### config.mk
export PLATFORM = sky130hd
export DESIGN_NAME = divremsqrt_iter_ctrl_flat
export DESIGN_NICKNAME = d
export VERILOG_FILES = /design/src/rtl/divremsqrt_iter_ctrl_if.sv /design/src/rtl/divremsqrt_iter_ctrl.sv /design/src/flat_wrapper.sv
export SDC_FILE = /design/constraint.sdc
export NUM_CORES = 1
export LEC_CHECK = 0
export ABC_AREA = 1
export ABC_CLOCK_PERIOD_IN_PS = 2300
export CAP_MARGIN = 20
export CORE_MARGIN = 8
export CORE_UTILIZATION = 50
export DETAILED_ROUTE_END_ITERATION = 16
export DONT_BUFFER_PORTS = 1
export SYNTH_ARGS = -nofsm -noshare
export SYNTH_HDL_FRONTEND = slang
export SYNTH_SLANG_ARGS = --single-unit
### constraint.sdc
create_clock -name clk -period 2.3 [get_ports clk]
set_input_delay 0.46 -clock clk [delete_from_list [all_inputs] [get_ports clk]]
set_output_delay 0.46 -clock clk [all_outputs]
set_load 0.005 [all_outputs]
### src/rtl/divremsqrt_iter_ctrl_if.sv
// Handshake bundle between the pipeline and the divide/remainder/sqrt
// iteration sequencer. The master side is the pipeline/test driver, the
// slave side is the sequencer itself.
interface divremsqrt_iter_ctrl_if #(
    parameter int CW = 7
);
    logic          StartE;
    logic          SpecialCaseE;
    logic [CW-1:0] CyclesE;
    logic          WZeroE;
    logic          StallM;
    logic          FlushE;
    logic          LoadE;
    logic          IterEnE;
    logic          BusyE;
    logic          DoneM;
    logic          EarlyTermM;
    logic [CW-1:0] IterCnt;

    modport master (
        output StartE, SpecialCaseE, CyclesE, WZeroE, StallM, FlushE,
        input  LoadE, IterEnE, BusyE, DoneM, EarlyTermM, IterCnt
    );

    modport slave (
        input  StartE, SpecialCaseE, CyclesE, WZeroE, StallM, FlushE,
        output LoadE, IterEnE, BusyE, DoneM, EarlyTermM, IterCnt
    );
endinterface

### src/rtl/divremsqrt_iter_ctrl.sv
// Iteration sequencer for the digit-recurrence divide/remainder/sqrt unit.
// Loads the iteration count on a start request, steps the datapath once per
// cycle, stops at the count limit or on residual-zero, then holds the
// result-valid state until the downstream stall clears.
module divremsqrt_iter_ctrl #(
    parameter int CW        = 7,
    parameter int EARLYTERM = 1
) (
    input  logic                  clk,
    input  logic                  reset,
    divremsqrt_iter_ctrl_if.slave bus
);
    typedef enum logic [1:0] {
        IDLE = 2'd0,
        BUSY = 2'd1,
        DONE = 2'd2
    } state_t;

    state_t        state_reg;
    logic [CW-1:0] iter_cnt_reg;
    logic          early_reg;

    logic accept;
    logic zero_run;
    logic wz_hit;
    logic last_iter;
    logic term;

    // Start qualification and termination decode
    always_comb begin
        accept    = (state_reg == IDLE) & bus.StartE & ~bus.FlushE;
        zero_run  = bus.SpecialCaseE | (bus.CyclesE == '0);
        wz_hit    = (EARLYTERM != 0) & bus.WZeroE;
        last_iter = (iter_cnt_reg == CW'(1));
        term      = last_iter | wz_hit;
    end

    // Sequencer state, remaining-iteration counter and early-termination flag
    always_ff @(posedge clk or posedge reset) begin
        if (reset) begin
            state_reg    <= IDLE;
            iter_cnt_reg <= '0;
            early_reg    <= 1'b0;
        end else if (bus.FlushE) begin
            // Flush wins over everything; the early flag keeps its history.
            state_reg    <= IDLE;
            iter_cnt_reg <= '0;
        end else begin
            case (state_reg)
                IDLE: begin
                    if (accept) begin
                        early_reg <= 1'b0;
                        if (zero_run) begin
                            state_reg    <= DONE;
                            iter_cnt_reg <= '0;
                        end else begin
                            state_reg    <= BUSY;
                            iter_cnt_reg <= bus.CyclesE;
                        end
                    end
                end
                BUSY: begin
                    if (term) begin
                        state_reg    <= DONE;
                        iter_cnt_reg <= '0;
                        // Only a residual-zero stop before the natural last
                        // step counts as an early termination.
                        if (wz_hit && (iter_cnt_reg > CW'(1))) begin
                            early_reg <= 1'b1;
                        end
                    end else if (iter_cnt_reg != '0) begin
                        iter_cnt_reg <= iter_cnt_reg - CW'(1);
                    end
                end
                DONE: begin
                    if (!bus.StallM) begin
                        state_reg <= IDLE;
                    end
                end
                default: begin
                    state_reg    <= IDLE;
                    iter_cnt_reg <= '0;
                end
            endcase
        end
    end

    // Output decode; BusyE asserts in the start cycle so the trailing
    // instruction stalls immediately.
    always_comb begin
        bus.LoadE      = accept;
        bus.IterEnE    = (state_reg == BUSY) & ~bus.FlushE;
        bus.BusyE      = (state_reg == BUSY) | (accept & ~zero_run);
        bus.DoneM      = (state_reg == DONE);
        bus.EarlyTermM = early_reg;
        bus.IterCnt    = iter_cnt_reg;
    end
endmodule

### src/flat_wrapper.sv
// flat-port wrapper written by rule: the top's interface ports become plain ports
module divremsqrt_iter_ctrl_flat 
#(
    parameter int CW        = 7,
    parameter int EARLYTERM = 1
)
  (clk, reset, bus_StartE, bus_SpecialCaseE, bus_CyclesE, bus_WZeroE, bus_StallM, bus_FlushE, bus_LoadE, bus_IterEnE, bus_BusyE, bus_DoneM, bus_EarlyTermM, bus_IterCnt);
  divremsqrt_iter_ctrl_if #(.CW(CW)) bus_i ();
  input  logic clk;
  input  logic reset;
  input wire logic [$bits(bus_i.StartE)-1:0] bus_StartE;
  input wire logic [$bits(bus_i.SpecialCaseE)-1:0] bus_SpecialCaseE;
  input wire logic [$bits(bus_i.CyclesE)-1:0] bus_CyclesE;
  input wire logic [$bits(bus_i.WZeroE)-1:0] bus_WZeroE;
  input wire logic [$bits(bus_i.StallM)-1:0] bus_StallM;
  input wire logic [$bits(bus_i.FlushE)-1:0] bus_FlushE;
  output wire logic [$bits(bus_i.LoadE)-1:0] bus_LoadE;
  output wire logic [$bits(bus_i.IterEnE)-1:0] bus_IterEnE;
  output wire logic [$bits(bus_i.BusyE)-1:0] bus_BusyE;
  output wire logic [$bits(bus_i.DoneM)-1:0] bus_DoneM;
  output wire logic [$bits(bus_i.EarlyTermM)-1:0] bus_EarlyTermM;
  output wire logic [$bits(bus_i.IterCnt)-1:0] bus_IterCnt;
  assign bus_i.StartE = bus_StartE;
  assign bus_i.SpecialCaseE = bus_SpecialCaseE;
  assign bus_i.CyclesE = bus_CyclesE;
  assign bus_i.WZeroE = bus_WZeroE;
  assign bus_i.StallM = bus_StallM;
  assign bus_i.FlushE = bus_FlushE;
  assign bus_LoadE = bus_i.LoadE;
  assign bus_IterEnE = bus_i.IterEnE;
  assign bus_BusyE = bus_i.BusyE;
  assign bus_DoneM = bus_i.DoneM;
  assign bus_EarlyTermM = bus_i.EarlyTermM;
  assign bus_IterCnt = bus_i.IterCnt;
  divremsqrt_iter_ctrl #(.CW(CW), .EARLYTERM(EARLYTERM)) u_core (.clk(clk), .reset(reset), .bus(bus_i));
endmodule
; ---- Word level (Yosys, flattened, before mapping)
; Cells that the tools add are included.
[totals]
in_bits = 14
output_inout_bits = 12
ff_bits = 10
elab_cells = 49
[classes]
order_cmp = 1
add_sub_neg = 1
bitwise = 9
muxes = 16
eq_ne = 11
n_reduce_logical = 8
[ops]
columns = cell, count
row1 = 2-to-1 mux 7 bit, 5
row2 = case mux 7 bit (3 select lines), 1
row3 = 2-to-1 mux 2 bit, 5
row4 = == test 7 x 1 -> 1 bit (second input constant), 1
row5 = greater-than comparator 7 x 1 -> 1 bit (second input constant), 1
row6 = logical NOT 7 bit, 1
row7 = nonzero test 7 bit, 1
row8 = subtractor 7 x 1 -> 7 bit (second input constant), 1
row9 = != test 2 x 1 -> 1 bit (second input constant), 3
row10 = != test 3 x 2 -> 1 bit (second input constant), 2
row11 = case mux 2 bit (3 select lines), 1
row12 = AND reduction 3 bit, 2
row13 = AND reduction 5 bit, 1
row14 = bitwise AND 1 bit, 4
row15 = != test 4 x 2 -> 1 bit (second input constant), 1
row16 = 2-to-1 mux 1 bit, 3
row17 = != test 3 bit (second input constant), 1
row18 = bitwise OR 1 bit, 3
row19 = == test 2 x 1 -> 1 bit (second input constant), 1
row20 = == test 2 bit (second input constant), 1
row21 = logical NOT 2 bit, 1
row22 = != test 2 bit (second input constant), 1
row23 = inverter 1 bit, 2
row24 = case mux 1 bit (2 select lines), 1
row25 = other kinds (2), 2

; ---- Longest topological paths before layout
[logic_depth]
depth_word = 6
ltp_mapped = 10
mapped_depth_nobuf = 10

; ---- Worst setup path after synthesis
; No wires, ideal clock.
[synth_timing]
path_kind = flip-flop to output port
start = register u_core.state_reg[1]
end = output bus_BusyE
required_ps = 1840
path_buffers = 0
t_arrival_ps = 992
path_stages_with_launch = 6
setup_slack_ps = 848
path_cell_list = dfrtp_1 > nor2_2 > nand2_1 > nor2_1 > nand3_1 > nand2_1
[synth_via]
elab_chain_cells = 5
elab_cells_between_ends = 6
classes_between = eq/ne (1) / bitwise (4) / reduce/logical (1)
[synth_rtl]
columns = item, line_no
row1 = from (decl), divremsqrt_iter_ctrl.sv:19  ; state_t state_reg;
row2 = from (signal assigned), divremsqrt_iter_ctrl.sv:41  ; state_reg <= IDLE;
row3 = from (signal assigned), divremsqrt_iter_ctrl.sv:46  ; state_reg <= IDLE;
row4 = from (signal assigned), divremsqrt_iter_ctrl.sv:54  ; state_reg <= DONE;
row5 = logical NOT 2 bit, divremsqrt_iter_ctrl.sv:31  ; accept = (state_reg == IDLE) & bus.StartE & ~bus.FlushE;
row6 = bitwise AND 1 bit (2 in series), divremsqrt_iter_ctrl.sv:31
row7 = named net bus_LoadE, flat_wrapper.sv:17  ; output wire logic [$bits(bus_i.LoadE)-1:0] bus_LoadE;
row8 = bitwise AND 1 bit, divremsqrt_iter_ctrl.sv:93  ; bus.BusyE = (state_reg == BUSY) | (accept & ~zero_run);
row9 = bitwise OR 1 bit, divremsqrt_iter_ctrl.sv:93
row10 = to (decl), flat_wrapper.sv:19  ; output wire logic [$bits(bus_i.BusyE)-1:0] bus_BusyE;
; The timed path passes the listed nets, and every way through them passes these cells.

; ---- Worst setup path after layout
; Same ends and word-level chain as after synthesis.

==> metrics.yaml <==
route:
  ant_nets: 0
  dr.pass1.iters: 4
  initialDrtViolationCount: 12
  wire_per_inst_um: 13.88
  via_per_inst: 5.224
  vias: 862
  route.detailed.drc: 0
  drt-total-wl_um: 2290
synthesis:
  synthDistinctLibCells: 24
  ys_seq_area_frac: 0.2817
  synth_nets: 153
  yosys.area_share.simple: 0.5085
  synthFlopType: "dfrtp_1"
  syn_area_um2: 888.4
  synth_top_area_frac: 0.2817
  yosysTopAreaCell: "dfrtp_1"
  synthTopCellsByArea: "dfrtp_1 28%, nand2_1 17%, nor2_1 7.6%"
  yosys.area_share.adder: 0.02817
  synth_compound_area_frac: 0.09155
  synth_xor_area_frac: 0.009859
  async_flop_share: 1.000
  ys_warn_count: 0
  synth.avg_cell_area_um2: 6.484
  synth_edf_count: 0
  synth_commonest_cells: "40 x nand2_1, 18 x nor2_1, 14 x inv_1"
  synthMuxAreaShare: 0
  synth_seq_cells: 10
  synth_most_common_cell: "nand2_1"
  synthCells: 137
  synth_top_family_by_area: "simple AND/OR/NAND/NOR gates"
worst_setup_path:
  critPathArrivalTime_ns: 1.43
  reg2reg_to: "u_core.bus.IterCnt[2]$_DFFE_PP0P_"
  ff2ff_path_depth: 8
  endpoint: "bus_BusyE"
  cp-start-kind: "register"
  crit_required_ns: 1.84
  r2r-start: "u_core.bus.IterCnt[0]$_DFFE_PP0P_"
  r2r_slack_ns: 0.69
  startpoint: "u_core.state_reg[1]$_DFFE_PP0P_"
  crit_type: "register to output port"
  critPathMaxFanout: 5
  endpoint_kind: "output port"
sta:
  skew_ns: 0.0009127
  worstMarginPinSlew_ns: 0.4320
  post-route-min-period_ns: 1.894
  finalSetupViolCount: 0
  timing.slew.headroom: 0.7117
  tns_ns: 0
  slew_viol_final: 0
  rsz0062_at_grt: "no"
  fmax_ghz: 0.5279
  fin_crit_sh: 0.8236
  hold_violations: 0
clocking:
  worstSkewPairLatency_ns: 0.26
  cts_buffers: 3
  htreeDepth: 1
  cts-resized-gates: 0
  ctsLongestPathBuffers: 2
  path_clk_slew_ns: 0.07
  cts_tree: "done"
  clockRootBuffer: "clkbuf_4"
  cts_setup_buffers: 0
  hold_buffers: 0
  cts_sinks: 10
power:
  seq_power_share: 0.410
  swShare: 0.4039
  p_per_area_nw_per_um2: 558.6
  internal-power_mw: 0.3137
  power.share.clock: 0.238
  p_leak_nw: 0.4866
  vdd_drop_max_mv: 0.3198
  p_sw_mw: 0.2125
  comb_power_share: 0.352
min_path:
  min_path_type: "primary input to async pin"
global_routing:
  grt_pass1_wl_um: 3788
  grt_max_degree: 11
  grt_pass1_vias: 810
  grtUsageTotal: 0.1416
  grt-ovfl-total: 0
  antenna_found_initial: 0
floorplan:
  initial_core_util: 0.5201
  core_um2: 1708
  num_rows: 15
  io_pins: 26
  die_h_um: 58.15
  die-area_um2: 3381
  die_w_um: 58.15
placed_design:
  numPortBuffers: 0
  post_dp_cell_area_um2: 919.6
  placedCellCount: 162
  gp_congestion: 0.8396
  dp_hpwl_um: 1873
finish:
  instances_no_fill: 165
  num_antenna_cells: 0
  num-fill-cells: 177
  largest_reg_flops: 7
  area_growth_pct: 6.056
  finish.instance_area_um2: 942.2
  final_layout_size_suffix_gt1_frac: 0.1786
  layout.nets: 158
job:
  cap_violations: 0
run_status:
  status: "complete, no violations"
[cells by family after synthesis]
kind of cell | count (synthesis)
compound gates | 11
xor+xnor | 1
fa+ha+maj | 2
buf+inv | 19
flops | 10
simple gates | 94
[placed cells by master (no fill, tap or decap)]
cell type / synthesis / routed
o21ai_2: 4 / 4
clkinv_1: 2 / 2
nand3b_1: 1 / 1
o2111ai_1: 1 / 1
nor2_2: 5 / 5
o21ai_0: 3 / 3
nor2_1: 18 / 18
or2_1: 2 / 2
inv_2: 3 / 3
xor2_1: 1 / 1
nand2_4: 1 / 1
nand3_1: 10 / 10
nand4_1: 7 / 7
clkbuf_4: 0 / 3
inv_1: 14 / 14
nand2_2: 4 / 4
a211oi_2: 1 / 1
and2_1: 1 / 1
dfrtp_1: 10 / 10
nor2_4: 1 / 1
ha_1: 2 / 2
nand3_2: 3 / 3
nand2_1: 40 / 40
o21ai_1: 2 / 2
nor3_1: 1 / 1
[power by group through the flow]
stage	combinational (mW)	sequential [mW]	clock, mW
after floorplan	0.152	0.212	0
after global placement	0.185	0.219	0
after detailed placement	0.184	0.219	0
after CTS	0.185	0.216	0.125
after global routing	0.210	0.219	0.132
final	0.185	0.216	0.125
[final cells by class]
type	instances	area (um^2)	area share
Clock buffer	3	22.52	0.02390
Inverter	19	71.32	0.07570
Multi-Input combinational cell	108	566.8	0.6016
Sequential cell	10	250.2	0.2656
Tap cell	25	31.28	0.03320
[layer usage]
layer	GRT usage	up-vias	share of wire
li1	-	454	-
met1	0.1855	384	0.47
met2	0.2150	20	0.45
met3	0.04415	4	0.072
met4	0.04196	0	0.010
met5	0	-	0
[worst max-delay path, cell delays in order, from the launching register on]
cell and delay, ns:
dfrtp_1 0.42, nor2_2 0.22, nand2_1 0.12, nor2_1 0.19, nand3_1 0.12, nand2_1 0.10
[per-stage QoR]
stage | worst slack (ns) | power, mW | utilization | hold WS (ns)
2_1_floorplan | 0.8478 | 0.3642 | - | 0.3002
3_3_place_gp | 0.6999 | 0.4045 | 0.5385 | 0.3597
3_5_place_dp | 0.6915 | 0.4035 | 0.5385 | 0.3649
4_1_cts | 0.4016 | 0.5260 | 0.5516 | 0.08072
5_1_grt | 0.2809 | 0.5612 | 0.5516 | 0.09345
6_report | 0.4057 | 0.5262 | 0.5516 | 0.07333
[worst min path at each step]
| stage | slack, ns | depth (start not counted) | end | from |
|---|---|---|---|---|
| floorplan | 0.30 | 1 | u_core.bus.EarlyTermM$_DFFE_PP0P_ | reset |
| global placement | 0.36 | 1 | u_core.bus.IterCnt[3]$_DFFE_PP0P_ | reset |
| detailed placement | 0.36 | 1 | u_core.bus.IterCnt[3]$_DFFE_PP0P_ | reset |
| CTS | 0.08 | 1 | u_core.bus.IterCnt[3]$_DFFE_PP0P_ | reset |
| global route | 0.09 | 1 | u_core.bus.IterCnt[3]$_DFFE_PP0P_ | reset |
| finish | 0.07 | 1 | u_core.bus.IterCnt[3]$_DFFE_PP0P_ | reset |
(Power assumes the default switching activity.)
